## config.mk

```make
export PLATFORM = sky130hd
export DESIGN_NAME = pipeline_frontend_ctrl_flat
export DESIGN_NICKNAME = d
export VERILOG_FILES = /design/src/rtl/pipeline_frontend_ctrl_pkg.sv /design/src/rtl/pipeline_frontend_ctrl_if.sv /design/src/rtl/pipeline_frontend_ctrl_fwd_unit.sv /design/src/rtl/pipeline_frontend_ctrl.sv /design/src/flat_wrapper.sv
export SDC_FILE = /design/constraint.sdc
export NUM_CORES = 1
export LEC_CHECK = 0
export ABC_AREA = 1
export CAP_MARGIN = 10
export CORE_MARGIN = 2
export CORE_UTILIZATION = 30
export DETAILED_ROUTE_END_ITERATION = 10
export PLACE_DENSITY = 0.84
export SLEW_MARGIN = 20
export SYNTH_ARGS = -nofsm -noshare
export SYNTH_HDL_FRONTEND = slang
export SYNTH_SLANG_ARGS = --single-unit
```

## constraint.sdc

```tcl
create_clock -name clk -period 1.6 [get_ports clk]
set_input_delay 0.48 -clock clk [delete_from_list [all_inputs] [get_ports clk]]
set_output_delay 0.48 -clock clk [all_outputs]
set_load 0.02 [all_outputs]
```

## src/rtl/pipeline_frontend_ctrl_pkg.sv

```systemverilog
// Shared types and constants for the pipeline front end.
// Latency: none (definitions only).
// Backpressure: none (definitions only).
package pipeline_pkg;

  localparam int PC_W   = 8;
  localparam int DATA_W = 16;
  localparam int REG_W  = 3;

  localparam logic [DATA_W-1:0] NOP = 16'h0000;

  // Front-end FSM states. The numeric values are visible on state_out.
  typedef enum logic [1:0] {
    FE_RUN   = 2'd0,
    FE_STALL = 2'd1,
    FE_FLUSH = 2'd2,
    FE_HALT  = 2'd3
  } fe_state_e;

  // A pending register write from a later stage, used as a bypass source.
  typedef struct packed {
    logic              vld;
    logic [REG_W-1:0]  num;
    logic [DATA_W-1:0] dat;
  } wb_src_t;

  // True when register number n names either of two source operands.
  function automatic logic src_match(input logic [REG_W-1:0] n,
                                     input logic [REG_W-1:0] a,
                                     input logic [REG_W-1:0] b);
    return (n == a) || (n == b);
  endfunction

endpackage

```

## src/rtl/pipeline_frontend_ctrl_if.sv

```systemverilog
// Bundle of fetch, hazard, bypass and control signals between the front end and the pipe.
// Latency: none (wires only).
// Backpressure: none; stalls are signalled through update_1out / rst_p_out.
interface pipeline_frontend_ctrl_if;
  import pipeline_pkg::*;

  // fetch
  logic [PC_W-1:0]   imem_addr;
  logic [DATA_W-1:0] imem_rdata;
  // decode hand-off
  logic [DATA_W-1:0] IR_out;
  logic [PC_W-1:0]   PC_out;
  logic              update_1out;
  logic [4:1]        rst_p_out;
  // S1 sources / S2 destination
  logic [REG_W-1:0]  num_Rm_1in;
  logic [REG_W-1:0]  num_Rn_1in;
  logic [REG_W-1:0]  num_Rd_2in;
  logic              loads_2in;
  // S2 register-file values
  logic [REG_W-1:0]  num_Rm_2in;
  logic [REG_W-1:0]  num_Rn_2in;
  logic [DATA_W-1:0] data_Rm_2in;
  logic [DATA_W-1:0] data_Rn_2in;
  logic [DATA_W-1:0] data_Rd_2in;
  // S3 result and S4 writeback
  logic [DATA_W-1:0] result_3in;
  logic [REG_W-1:0]  writenum_3in;
  logic              write_3in;
  logic [DATA_W-1:0] writeback_data_in;
  logic [REG_W-1:0]  writenum_in;
  logic              write_in;
  // bypassed operands
  logic [DATA_W-1:0] data_fRm_2out;
  logic [DATA_W-1:0] data_fRn_2out;
  logic [DATA_W-1:0] data_fRd_3out;
  // control flow
  logic              branch_taken_in;
  logic [PC_W-1:0]   branch_target_in;
  logic              halt_in;
  logic [1:0]        state_out;

  // The front-end controller.
  modport master (
    output imem_addr, IR_out, PC_out, update_1out, rst_p_out,
           data_fRm_2out, data_fRn_2out, data_fRd_3out, state_out,
    input  imem_rdata, num_Rm_1in, num_Rn_1in, num_Rd_2in, loads_2in,
           num_Rm_2in, num_Rn_2in, data_Rm_2in, data_Rn_2in, data_Rd_2in,
           result_3in, writenum_3in, write_3in,
           writeback_data_in, writenum_in, write_in,
           branch_taken_in, branch_target_in, halt_in
  );

  // The rest of the pipeline (memory, register file, later stages).
  modport slave (
    input  imem_addr, IR_out, PC_out, update_1out, rst_p_out,
           data_fRm_2out, data_fRn_2out, data_fRd_3out, state_out,
    output imem_rdata, num_Rm_1in, num_Rn_1in, num_Rd_2in, loads_2in,
           num_Rm_2in, num_Rn_2in, data_Rm_2in, data_Rn_2in, data_Rd_2in,
           result_3in, writenum_3in, write_3in,
           writeback_data_in, writenum_in, write_in,
           branch_taken_in, branch_target_in, halt_in
  );

endinterface

```

## src/rtl/pipeline_frontend_ctrl_fwd_unit.sv

```systemverilog
// Operand bypass mux: picks the youngest pending write to the operand's register.
// Latency: combinational, zero cycles.
// Backpressure: none.
module pipeline_fwd_unit
  import pipeline_pkg::*;
#(
  parameter bit EN = 1'b1
) (
  input  logic [REG_W-1:0]  num_i,
  input  logic [DATA_W-1:0] dat_i,
  input  wb_src_t           s3_i,
  input  wb_src_t           s4_i,
  output logic [DATA_W-1:0] dat_o
);

  // S3 is younger than S4, so it wins when both target the same register.
  always_comb begin
    dat_o = dat_i;
    if (EN) begin
      if (s3_i.vld && (s3_i.num == num_i)) begin
        dat_o = s3_i.dat;
      end else if (s4_i.vld && (s4_i.num == num_i)) begin
        dat_o = s4_i.dat;
      end
    end
  end

endmodule

```

## src/rtl/pipeline_frontend_ctrl.sv

```systemverilog
// Fetch/PC control with load-use stall, branch flush, halt and operand bypass (FRONTEND_FWD_EN).
// Latency: PC/IR update one cycle; bypass outputs combinational.
// Backpressure: hazards hold PC/IR and drop update_1out; rst_p_out injects bubbles per stage.
module pipeline_frontend_ctrl
  import pipeline_pkg::*;
(
  input  logic                     clk,
  input  logic                     rst,
  pipeline_frontend_ctrl_if.master bus
);

`ifdef FRONTEND_FWD_EN
  localparam bit FWD_EN = 1'b1;
`else
  localparam bit FWD_EN = 1'b0;
`endif

  localparam logic [1:0] S_RUN   = FE_RUN;
  localparam logic [1:0] S_STALL = FE_STALL;
  localparam logic [1:0] S_FLUSH = FE_FLUSH;
  localparam logic [1:0] S_HALT  = FE_HALT;

  logic [1:0]        state_q, state_d;
  logic [PC_W-1:0]   pc_q, pc_d;
  logic [DATA_W-1:0] ir_q, ir_d;
  logic [PC_W-1:0]   pcout_q, pcout_d;
  logic [REG_W-1:0]  rd_num_q;
  logic [DATA_W-1:0] rd_dat_q;
  logic [DATA_W-1:0] rd_fwd;
  logic [4:1]        rst_p;
  logic              load_use;
  logic              pending_hit;
  logic              hazard;
  wb_src_t           s3_src;
  wb_src_t           s4_src;

  assign s3_src = '{vld: bus.write_3in, num: bus.writenum_3in, dat: bus.result_3in};
  assign s4_src = '{vld: bus.write_in,  num: bus.writenum_in,  dat: bus.writeback_data_in};

  // Hazard detection. Without bypassing, any S1 source that an older
  // instruction is still going to write must wait until that write lands.
  always_comb begin
    load_use    = bus.loads_2in &
                  src_match(bus.num_Rd_2in, bus.num_Rm_1in, bus.num_Rn_1in);
    pending_hit = src_match(bus.num_Rd_2in, bus.num_Rm_1in, bus.num_Rn_1in) |
                  (bus.write_3in &
                   src_match(bus.writenum_3in, bus.num_Rm_1in, bus.num_Rn_1in));
    hazard      = load_use | (!FWD_EN & pending_hit);
  end

  // Next-state selection: branch beats stall beats halt beats normal advance.
  always_comb begin
    state_d = state_q;
    case (state_q)
      S_RUN: begin
        if (bus.branch_taken_in)  state_d = S_FLUSH;
        else if (hazard)          state_d = S_STALL;
        else if (bus.halt_in)     state_d = S_HALT;
        else                      state_d = S_RUN;
      end
      S_STALL: begin
        // With bypassing a single bubble resolves a load-use; without it the
        // stall repeats while the dependency is still outstanding.
        if (bus.branch_taken_in)      state_d = S_FLUSH;
        else if (hazard && !FWD_EN)   state_d = S_STALL;
        else if (bus.halt_in)         state_d = S_HALT;
        else                          state_d = S_RUN;
      end
      S_FLUSH: begin
        if (bus.halt_in) state_d = S_HALT;
        else             state_d = S_RUN;
      end
      S_HALT:  state_d = S_HALT;
      default: state_d = S_RUN;
    endcase
  end

  // Fetch registers follow the state being entered: advance into RUN,
  // redirect into FLUSH, hold into STALL or HALT.
  always_comb begin
    pc_d    = pc_q;
    ir_d    = ir_q;
    pcout_d = pcout_q;
    case (state_d)
      S_RUN: begin
        pc_d    = pc_q + 1'b1;
        ir_d    = bus.imem_rdata;
        pcout_d = pc_q;
      end
      S_FLUSH: begin
        pc_d = bus.branch_target_in;
        ir_d = NOP;
      end
      default: begin
        pc_d    = pc_q;
        ir_d    = ir_q;
        pcout_d = pcout_q;
      end
    endcase
  end

  // Per-stage bubble controls; a flush clears S1..S3.
  always_comb begin
    rst_p = 4'b0000;
    if (rst) begin
      rst_p = 4'b1111;
    end else begin
      case (state_q)
        S_STALL: rst_p = 4'b0010;
        S_FLUSH: rst_p = 4'b0111;
        S_HALT:  rst_p = 4'b0001;
        default: rst_p = 4'b0000;
      endcase
    end
  end

  // FSM and fetch state registers.
  always_ff @(posedge clk or posedge rst) begin
    if (rst) begin
      state_q <= S_RUN;
      pc_q    <= '0;
      ir_q    <= NOP;
      pcout_q <= '0;
    end else begin
      state_q <= state_d;
      pc_q    <= pc_d;
      ir_q    <= ir_d;
      pcout_q <= pcout_d;
    end
  end

  pipeline_fwd_unit #(.EN(FWD_EN)) u_fwd_rm (
    .num_i (bus.num_Rm_2in),
    .dat_i (bus.data_Rm_2in),
    .s3_i  (s3_src),
    .s4_i  (s4_src),
    .dat_o (bus.data_fRm_2out)
  );

  pipeline_fwd_unit #(.EN(FWD_EN)) u_fwd_rn (
    .num_i (bus.num_Rn_2in),
    .dat_i (bus.data_Rn_2in),
    .s3_i  (s3_src),
    .s4_i  (s4_src),
    .dat_o (bus.data_fRn_2out)
  );

  // Store data for the instruction moving into S3 gets the same bypass.
  pipeline_fwd_unit #(.EN(FWD_EN)) u_fwd_rd (
    .num_i (bus.num_Rd_2in),
    .dat_i (bus.data_Rd_2in),
    .s3_i  (s3_src),
    .s4_i  (s4_src),
    .dat_o (rd_fwd)
  );

  // S3 store-data register, emptied whenever S3 is being flushed.
  always_ff @(posedge clk or posedge rst) begin
    if (rst) begin
      rd_num_q <= '0;
      rd_dat_q <= '0;
    end else if (rst_p[3]) begin
      rd_num_q <= '0;
      rd_dat_q <= '0;
    end else begin
      rd_num_q <= bus.num_Rd_2in;
      rd_dat_q <= rd_fwd;
    end
  end

  // A writeback landing this cycle is newer than the value captured last cycle.
  assign bus.data_fRd_3out = (FWD_EN && bus.write_in && (bus.writenum_in == rd_num_q))
                             ? bus.writeback_data_in : rd_dat_q;

  assign bus.imem_addr   = pc_q;
  assign bus.IR_out      = ir_q;
  assign bus.PC_out      = pcout_q;
  assign bus.update_1out = !rst && (state_q == S_RUN);
  assign bus.rst_p_out   = rst_p;
  assign bus.state_out   = state_q;

endmodule

```

## src/flat_wrapper.sv

```systemverilog
// flat-port wrapper written by rule: the top's interface ports become plain ports
module pipeline_frontend_ctrl_flat import pipeline_pkg::*;
  (clk, rst, bus_imem_addr, bus_IR_out, bus_PC_out, bus_update_1out, bus_rst_p_out, bus_data_fRm_2out, bus_data_fRn_2out, bus_data_fRd_3out, bus_state_out, bus_imem_rdata, bus_num_Rm_1in, bus_num_Rn_1in, bus_num_Rd_2in, bus_loads_2in, bus_num_Rm_2in, bus_num_Rn_2in, bus_data_Rm_2in, bus_data_Rn_2in, bus_data_Rd_2in, bus_result_3in, bus_writenum_3in, bus_write_3in, bus_writeback_data_in, bus_writenum_in, bus_write_in, bus_branch_taken_in, bus_branch_target_in, bus_halt_in);
  pipeline_frontend_ctrl_if bus_i ();
  input  logic clk;
  input  logic rst;
  output wire logic [$bits(bus_i.imem_addr)-1:0] bus_imem_addr;
  output wire logic [$bits(bus_i.IR_out)-1:0] bus_IR_out;
  output wire logic [$bits(bus_i.PC_out)-1:0] bus_PC_out;
  output wire logic [$bits(bus_i.update_1out)-1:0] bus_update_1out;
  output wire logic [$bits(bus_i.rst_p_out)-1:0] bus_rst_p_out;
  output wire logic [$bits(bus_i.data_fRm_2out)-1:0] bus_data_fRm_2out;
  output wire logic [$bits(bus_i.data_fRn_2out)-1:0] bus_data_fRn_2out;
  output wire logic [$bits(bus_i.data_fRd_3out)-1:0] bus_data_fRd_3out;
  output wire logic [$bits(bus_i.state_out)-1:0] bus_state_out;
  input wire logic [$bits(bus_i.imem_rdata)-1:0] bus_imem_rdata;
  input wire logic [$bits(bus_i.num_Rm_1in)-1:0] bus_num_Rm_1in;
  input wire logic [$bits(bus_i.num_Rn_1in)-1:0] bus_num_Rn_1in;
  input wire logic [$bits(bus_i.num_Rd_2in)-1:0] bus_num_Rd_2in;
  input wire logic [$bits(bus_i.loads_2in)-1:0] bus_loads_2in;
  input wire logic [$bits(bus_i.num_Rm_2in)-1:0] bus_num_Rm_2in;
  input wire logic [$bits(bus_i.num_Rn_2in)-1:0] bus_num_Rn_2in;
  input wire logic [$bits(bus_i.data_Rm_2in)-1:0] bus_data_Rm_2in;
  input wire logic [$bits(bus_i.data_Rn_2in)-1:0] bus_data_Rn_2in;
  input wire logic [$bits(bus_i.data_Rd_2in)-1:0] bus_data_Rd_2in;
  input wire logic [$bits(bus_i.result_3in)-1:0] bus_result_3in;
  input wire logic [$bits(bus_i.writenum_3in)-1:0] bus_writenum_3in;
  input wire logic [$bits(bus_i.write_3in)-1:0] bus_write_3in;
  input wire logic [$bits(bus_i.writeback_data_in)-1:0] bus_writeback_data_in;
  input wire logic [$bits(bus_i.writenum_in)-1:0] bus_writenum_in;
  input wire logic [$bits(bus_i.write_in)-1:0] bus_write_in;
  input wire logic [$bits(bus_i.branch_taken_in)-1:0] bus_branch_taken_in;
  input wire logic [$bits(bus_i.branch_target_in)-1:0] bus_branch_target_in;
  input wire logic [$bits(bus_i.halt_in)-1:0] bus_halt_in;
  assign bus_imem_addr = bus_i.imem_addr;
  assign bus_IR_out = bus_i.IR_out;
  assign bus_PC_out = bus_i.PC_out;
  assign bus_update_1out = bus_i.update_1out;
  assign bus_rst_p_out = bus_i.rst_p_out;
  assign bus_data_fRm_2out = bus_i.data_fRm_2out;
  assign bus_data_fRn_2out = bus_i.data_fRn_2out;
  assign bus_data_fRd_3out = bus_i.data_fRd_3out;
  assign bus_state_out = bus_i.state_out;
  assign bus_i.imem_rdata = bus_imem_rdata;
  assign bus_i.num_Rm_1in = bus_num_Rm_1in;
  assign bus_i.num_Rn_1in = bus_num_Rn_1in;
  assign bus_i.num_Rd_2in = bus_num_Rd_2in;
  assign bus_i.loads_2in = bus_loads_2in;
  assign bus_i.num_Rm_2in = bus_num_Rm_2in;
  assign bus_i.num_Rn_2in = bus_num_Rn_2in;
  assign bus_i.data_Rm_2in = bus_data_Rm_2in;
  assign bus_i.data_Rn_2in = bus_data_Rn_2in;
  assign bus_i.data_Rd_2in = bus_data_Rd_2in;
  assign bus_i.result_3in = bus_result_3in;
  assign bus_i.writenum_3in = bus_writenum_3in;
  assign bus_i.write_3in = bus_write_3in;
  assign bus_i.writeback_data_in = bus_writeback_data_in;
  assign bus_i.writenum_in = bus_writenum_in;
  assign bus_i.write_in = bus_write_in;
  assign bus_i.branch_taken_in = bus_branch_taken_in;
  assign bus_i.branch_target_in = bus_branch_target_in;
  assign bus_i.halt_in = bus_halt_in;
  pipeline_frontend_ctrl u_core (.clk(clk), .rst(rst), .bus(bus_i));
endmodule
```

==> results of run 1 <==
## worst max-delay path: stages (launching register included)
cell and delay [ps]:
dfrtp_2 440, inv_2 70, ha_4 190, or2_4 220, buf_6 130
## logic make-up after synthesis
kind of cell,after synthesis
flops,50
compound gates,11
xor+xnor,3
fa+ha+maj,4
simple gates,187
buf+inv,84
## layer usage
metal / part of all wire / vias up
li1: - / 1252
met5: 0 / -
met1: 0.40 / 1200
met3: 0.066 / 10
met2: 0.52 / 109
met4: 0.0070 / 0
## cells in the mapped netlist (all sizes together)
cell / number
a31oi: 1
a21oi: 2
or2: 1
clkinv: 1
a22o: 1
nand2: 119
inv: 41
nand4: 2
ha: 4
dfrtp: 50
o21ai: 7
nor2: 23
nor3: 1
xnor2: 3
buf: 42
nand3: 41
## final timing paths
check / endpoint / start / slack (ps) / cells past startpoint
min: u_core.bus.state_out[0] / rst / 380 / 4
max: bus_rst_p_out[1] / u_core.bus.state_out[1] / -230 / 4
min reg2reg: u_core.bus.IR_out[13] / u_core.bus.IR_out[13] / 470 / 2
max in group asynchronous: u_core.bus.data_fRd_3out[8] / rst / 1050 / 4
min in group clk: u_core.bus.IR_out[13] / u_core.bus.IR_out[13] / 470 / 2
max reg2reg: u_core.bus.IR_out[9] / u_core.bus.state_out[0] / -130 / 11
## flip-flops by register name, summed over array words and instances, names as in the netlist
name,count
u_core.bus.data_fRd_3out,16
u_core.bus.imem_addr,8
u_core.bus.state_out,2
u_core.bus.PC_out,8
u_core.bus.IR_out,16
## per-stage QoR
stage | std cells | instance area, µm² | utilization
after detailed placement | 546 | 3860 | 0.448
after CTS | 566 | 4210 | 0.488
final | 567 | 4250 | 0.492
after global placement | 546 | 3860 | 0.448
after floorplan | 339 | 2660 | -
after global routing | 567 | 4250 | 0.492
## report_power, final
part / internal, µW / switching, µW
logic: 180 / 156
clock network: 468 / 398
registers: 1280 / 4.98
total: 1930 / 560
## area by class of cell
type,count,share of cell area
Clock buffer,7,0.0180
Clock inverter,1,0.00707
Inverter,42,0.0404
Multi-Input combinational cell,208,0.255
Sequential cell,50,0.295
Tap cell,108,0.0318
Timing Repair Buffer,151,0.353
## what timing repair did
action | in CTS | in global routing
gates cloned | 5 | 0
resized for setup | 133 | 5
endpoints found under the setup margin | 89 | 39
buffers inserted | 7 | 1
pin swaps | 8 | 2
==> flow_summary.toml, run 1 <==
[cts]
cts_root_buffer = "clkbuf_8"
numCtsBuffers = 5
clock_sinks = 50
tritoncts = "done"
cts.path.max_buffers = 2
htree_levels = 2
ctsHoldBuffers = 0
clk_pin_slew_ps = 90
insertion_delay_ps = 290

[global_routing]
antenna_found_initial = 0
overflow = 0
met1_usage = 0.204
grt_util_met2 = 0.304
met3_usage = 0.0336
grt_pass1_vias = 2649
grt_first_pass_wirelength_um = 13200
grt_busiest_layer = "met2"
grt_usage = 0.167
grt_start_max_net_pins = 28

[sta]
slew_violations = 0
setup_viol_count_final = 37
whs_ps = 376
setup_tns_ps = -4200
fin_ws_ps = -230
worstMarginPinSlew_ps = 322
timing.slew.headroom = 0.785
fmax_mhz = 547
hold_viol = 0
min_period_ps = 1830
skew_ps = 7.87
rsz0062_at_grt = "yes"
timing.final.crit_share = 1.14

[pwr]
ir_drop_v = 0.000352
fin_total_pwr_uw = 2490
power_leakage_uw = 0.00239
p_per_area_mw_per_mm2 = 587

[cells_and_area]
synthToLayoutAreaGrowth_pct = 60.3
n_fill_cell = 837
multi_input_area_mm2 = 0.00108
final_common_cell = "nand2_1"
regArea_mm2 = 0.00125
drive_gt1_frac = 0.187
fin_nets = 594
final_cell_mix = "nand2_1, dlygate4sd2_1, dfrtp_1"
diodes = 0

[synthesis]
synth_seq_cells = 50
postSynthCellCount = 339
netlist_area_mm2 = 0.00265
synth-xor-area-share = 0.00992
synthMuxAreaShare = 0
yosysTopAreaCell = "dfrtp_1"
syn_nets = 475
synth-compound-area-share = 0.0227
synth_top_family_by_area = "simple AND/OR/NAND/NOR gates"
syn_avg_cell_area_um2 = 7.81
synthAdderAreaFrac = 0.0189
synth_top_area_share = 0.472
synth.distinct_cells = 25
ys_warn_count = 0
synth_area_leaders = "dfrtp_1, nand2_1, buf_4"
ys_seq_area_frac = 0.472
yosys.area_share.simple = 0.299

[setup_path]
arrival_ps = 1350
start_kind = "flip-flop"
cp.required_ps = 1120
critical_path.max_fanout = 3
critPathKind = "flip-flop to primary output"
end_kind = "primary output"

[die]
die_height_um = 98.0
initial_core_util = 0.307
fp.coreArea_mm2 = 0.00864
die_w_um = 98.0
die_area_mm2 = 0.00960
ios = 219
rows = 34

[run_status]
violations = "setup timing"
outcome = "complete, but fails checks"

[drt]
drc = 0
vias_per_cell = 4.53
ant_nets = 0
dr_total_vias = 2571
drt_iter0_drc = 64
wl_per_cell_um = 13.8
wirelength_um = 7840
first_pass_iters = 4

[place]
place_ws_ps = -753
finalWeightedCongestion = 0.852
post-dp-hpwl_um = 5780
portBuffers = 111

[run]
cap_viol_max_count = 0

[min_path]
holdCritPathClass = "input pin to async pin"
Note: power is estimated with default switching activity, not from simulation.
==> run 2, diff against run 1 <==
RECOVER_POWER = 25   (was default)
==> run 2 against run 1 <==
Effect of this change:
- the flow still finishes with violations (setup timing)
- wire length about the same
- via count increased by 0.31%
- clock power about the same
- die area unchanged
- design area is 0.80% lower
- first-iteration DRC count decreased by 4.7%
- power decreased by 0.42%
- cell count did not move
==> flow_summary.toml, run 2 (synthesis gave the netlist of run 1 again) <==
[sta]
setup_viol_count_final = 37
timing.slew.headroom = 0.555
timing.final.crit_share = 1.14
hold_viol = 0
fmax_mhz = 547
worstMarginPinSlew_ps = 668
skew_ps = 8.07
fin_ws_ps = -230
rsz0062_at_grt = "yes"
slew_violations = 0
min_period_ps = 1830

[drt]
drc = 0
wirelength_um = 7840
vias_per_cell = 4.55
ant_nets = 0
dr_total_vias = 2579
wl_per_cell_um = 13.8
first_pass_iters = 4
drt_iter0_drc = 61

[die]
initial_core_util = 0.307
ios = 219
die_area_mm2 = 0.00960
rows = 34
fp.coreArea_mm2 = 0.00864
die_height_um = 98.0
die_w_um = 98.0

[pwr]
p_sw_frac = 0.225
power_leakage_uw = 0.00238
p_int_uw = 1920
pwr-share-comb = 0.131
p_clk_frac = 0.350
ir_drop_v = 0.000352
p_per_area_mw_per_mm2 = 589
pwr-share-seq = 0.519
switchingPower_uw = 558

[global_routing]
overflow = 0
grt_first_pass_wirelength_um = 13200
grt_pass1_vias = 2649
antenna_found_initial = 0
grt_start_max_net_pins = 28
grt_usage = 0.167

[setup_path]
end_kind = "primary output"
arrival_ps = 1350
start_kind = "flip-flop"
critical_path.max_fanout = 3
critPathKind = "flip-flop to primary output"
cp.required_ps = 1120

[cts]
insertion_delay_ps = 290
tritoncts = "done"
numCtsBuffers = 5
ctsHoldBuffers = 0
htree_levels = 2
clock_sinks = 50
cts.path.max_buffers = 2
clk_pin_slew_ps = 90
cts_root_buffer = "clkbuf_8"

[cells_and_area]
diodes = 0
layout.cells.non_filler = 567
fin_nets = 594
final_area_mm2 = 0.00421
final_common_cell = "nand2_1"
drive_gt1_frac = 0.185
post-route-util = 0.488
final_cell_mix = "nand2_1, dlygate4sd2_1, dfrtp_1"
n_fill_cell = 841
synthToLayoutAreaGrowth_pct = 59.0

[place]
portBuffers = 111
place_inst = 546
post-dp-hpwl_um = 5780
dpl_cell_area_mm2 = 0.00386
finalWeightedCongestion = 0.852

[run]
cap_viol_max_count = 0

[min_path]
holdCritPathClass = "flip-flop to flip-flop"

[run_status]
outcome = "complete, but fails checks"
violations = "setup timing"
==> run 2: changes by cell type in the layout (fill, tap and decap cells not counted) <==
cell	change
buf_12	-2
buf_4	-1
clkbuf_1	+1
clkbuf_2	+1
clkbuf_4	+1
clkinvlp_2	+1
clkinvlp_4	-1
==> run 2: critical path, stage by stage (launching register included) <==
cell and delay [ps]:
dfrtp_2 440, inv_2 70, ha_4 190, or2_4 220
buf_6 130
==> run 2: power by group through the flow <==
stage          clock network [µW]  registers (µW)  logic, µW
4_1_cts                       906            1290        338
6_report                      867            1290        325
3_5_place_dp                    0            1310        354
5_1_grt                       947            1290        353
3_3_place_gp                    0            1310        343
2_1_floorplan                   0            1340        208
==> run 2: timing repair <==
item,in CTS,in global routing
buffers inserted,7,1
resized for setup,133,5
pin swaps,8,2
cloned,5,0
setup endpoints to repair,89,39
==> run 2: layout make-up <==
type | instances | area [µm²] | area share
clock buffer | 7 | 76.3 | 0.0181
clock inverter | 1 | 30.0 | 0.00713
inverter | 42 | 169 | 0.0401
multi-input combinational | 208 | 1080 | 0.257
sequential | 50 | 1250 | 0.298
tap | 108 | 135 | 0.0321
timing repair buffer | 151 | 1470 | 0.348
==> run 2: per-stage QoR <==
stage	total power [µW]	TNS, ps	hold slack [ps]	setup slack [ps]
2_1_floorplan	1550	-105	522	-105
3_3_place_gp	1660	-18710	455	-748
3_5_place_dp	1670	-21150	459	-753
4_1_cts	2530	-5160	476	-244
5_1_grt	2590	-7020	488	-261
6_report	2480	-4210	470	-230
==> run 2: worst paths after layout <==
path | start | end | slack [ps] | cells after the start
max | u_core.bus.state_out[1] | bus_rst_p_out[1] | -230 | 4
min | u_core.bus.IR_out[13] | u_core.bus.IR_out[13] | 470 | 2
max reg2reg | u_core.bus.state_out[0] | u_core.bus.IR_out[9] | -130 | 11
min reg2reg | u_core.bus.IR_out[13] | u_core.bus.IR_out[13] | 470 | 2
max in group asynchronous | rst | u_core.bus.data_fRd_3out[8] | 590 | 4
min in group asynchronous | rst | u_core.bus.state_out[0] | 540 | 4
==> run 2: routing by layer <==
| metal | GRT usage | vias to the layer above | wire, µm |
|---|---|---|---|
| met5 | 0 | - | 0 |
| met4 | 0.0353 | 0 | 65 |
| li1 | - | 1252 | - |
| met3 | 0.0336 | 13 | 517 |
| met2 | 0.304 | 112 | 4100 |
| met1 | 0.204 | 1202 | 3160 |
==> run 3, diff against run 2 <==
CTS_CLUSTER_DIAMETER = 80   (was default)
==> results of run 3 <==
Same layout as run 2: the final DEF is identical, and so are final timing and power.
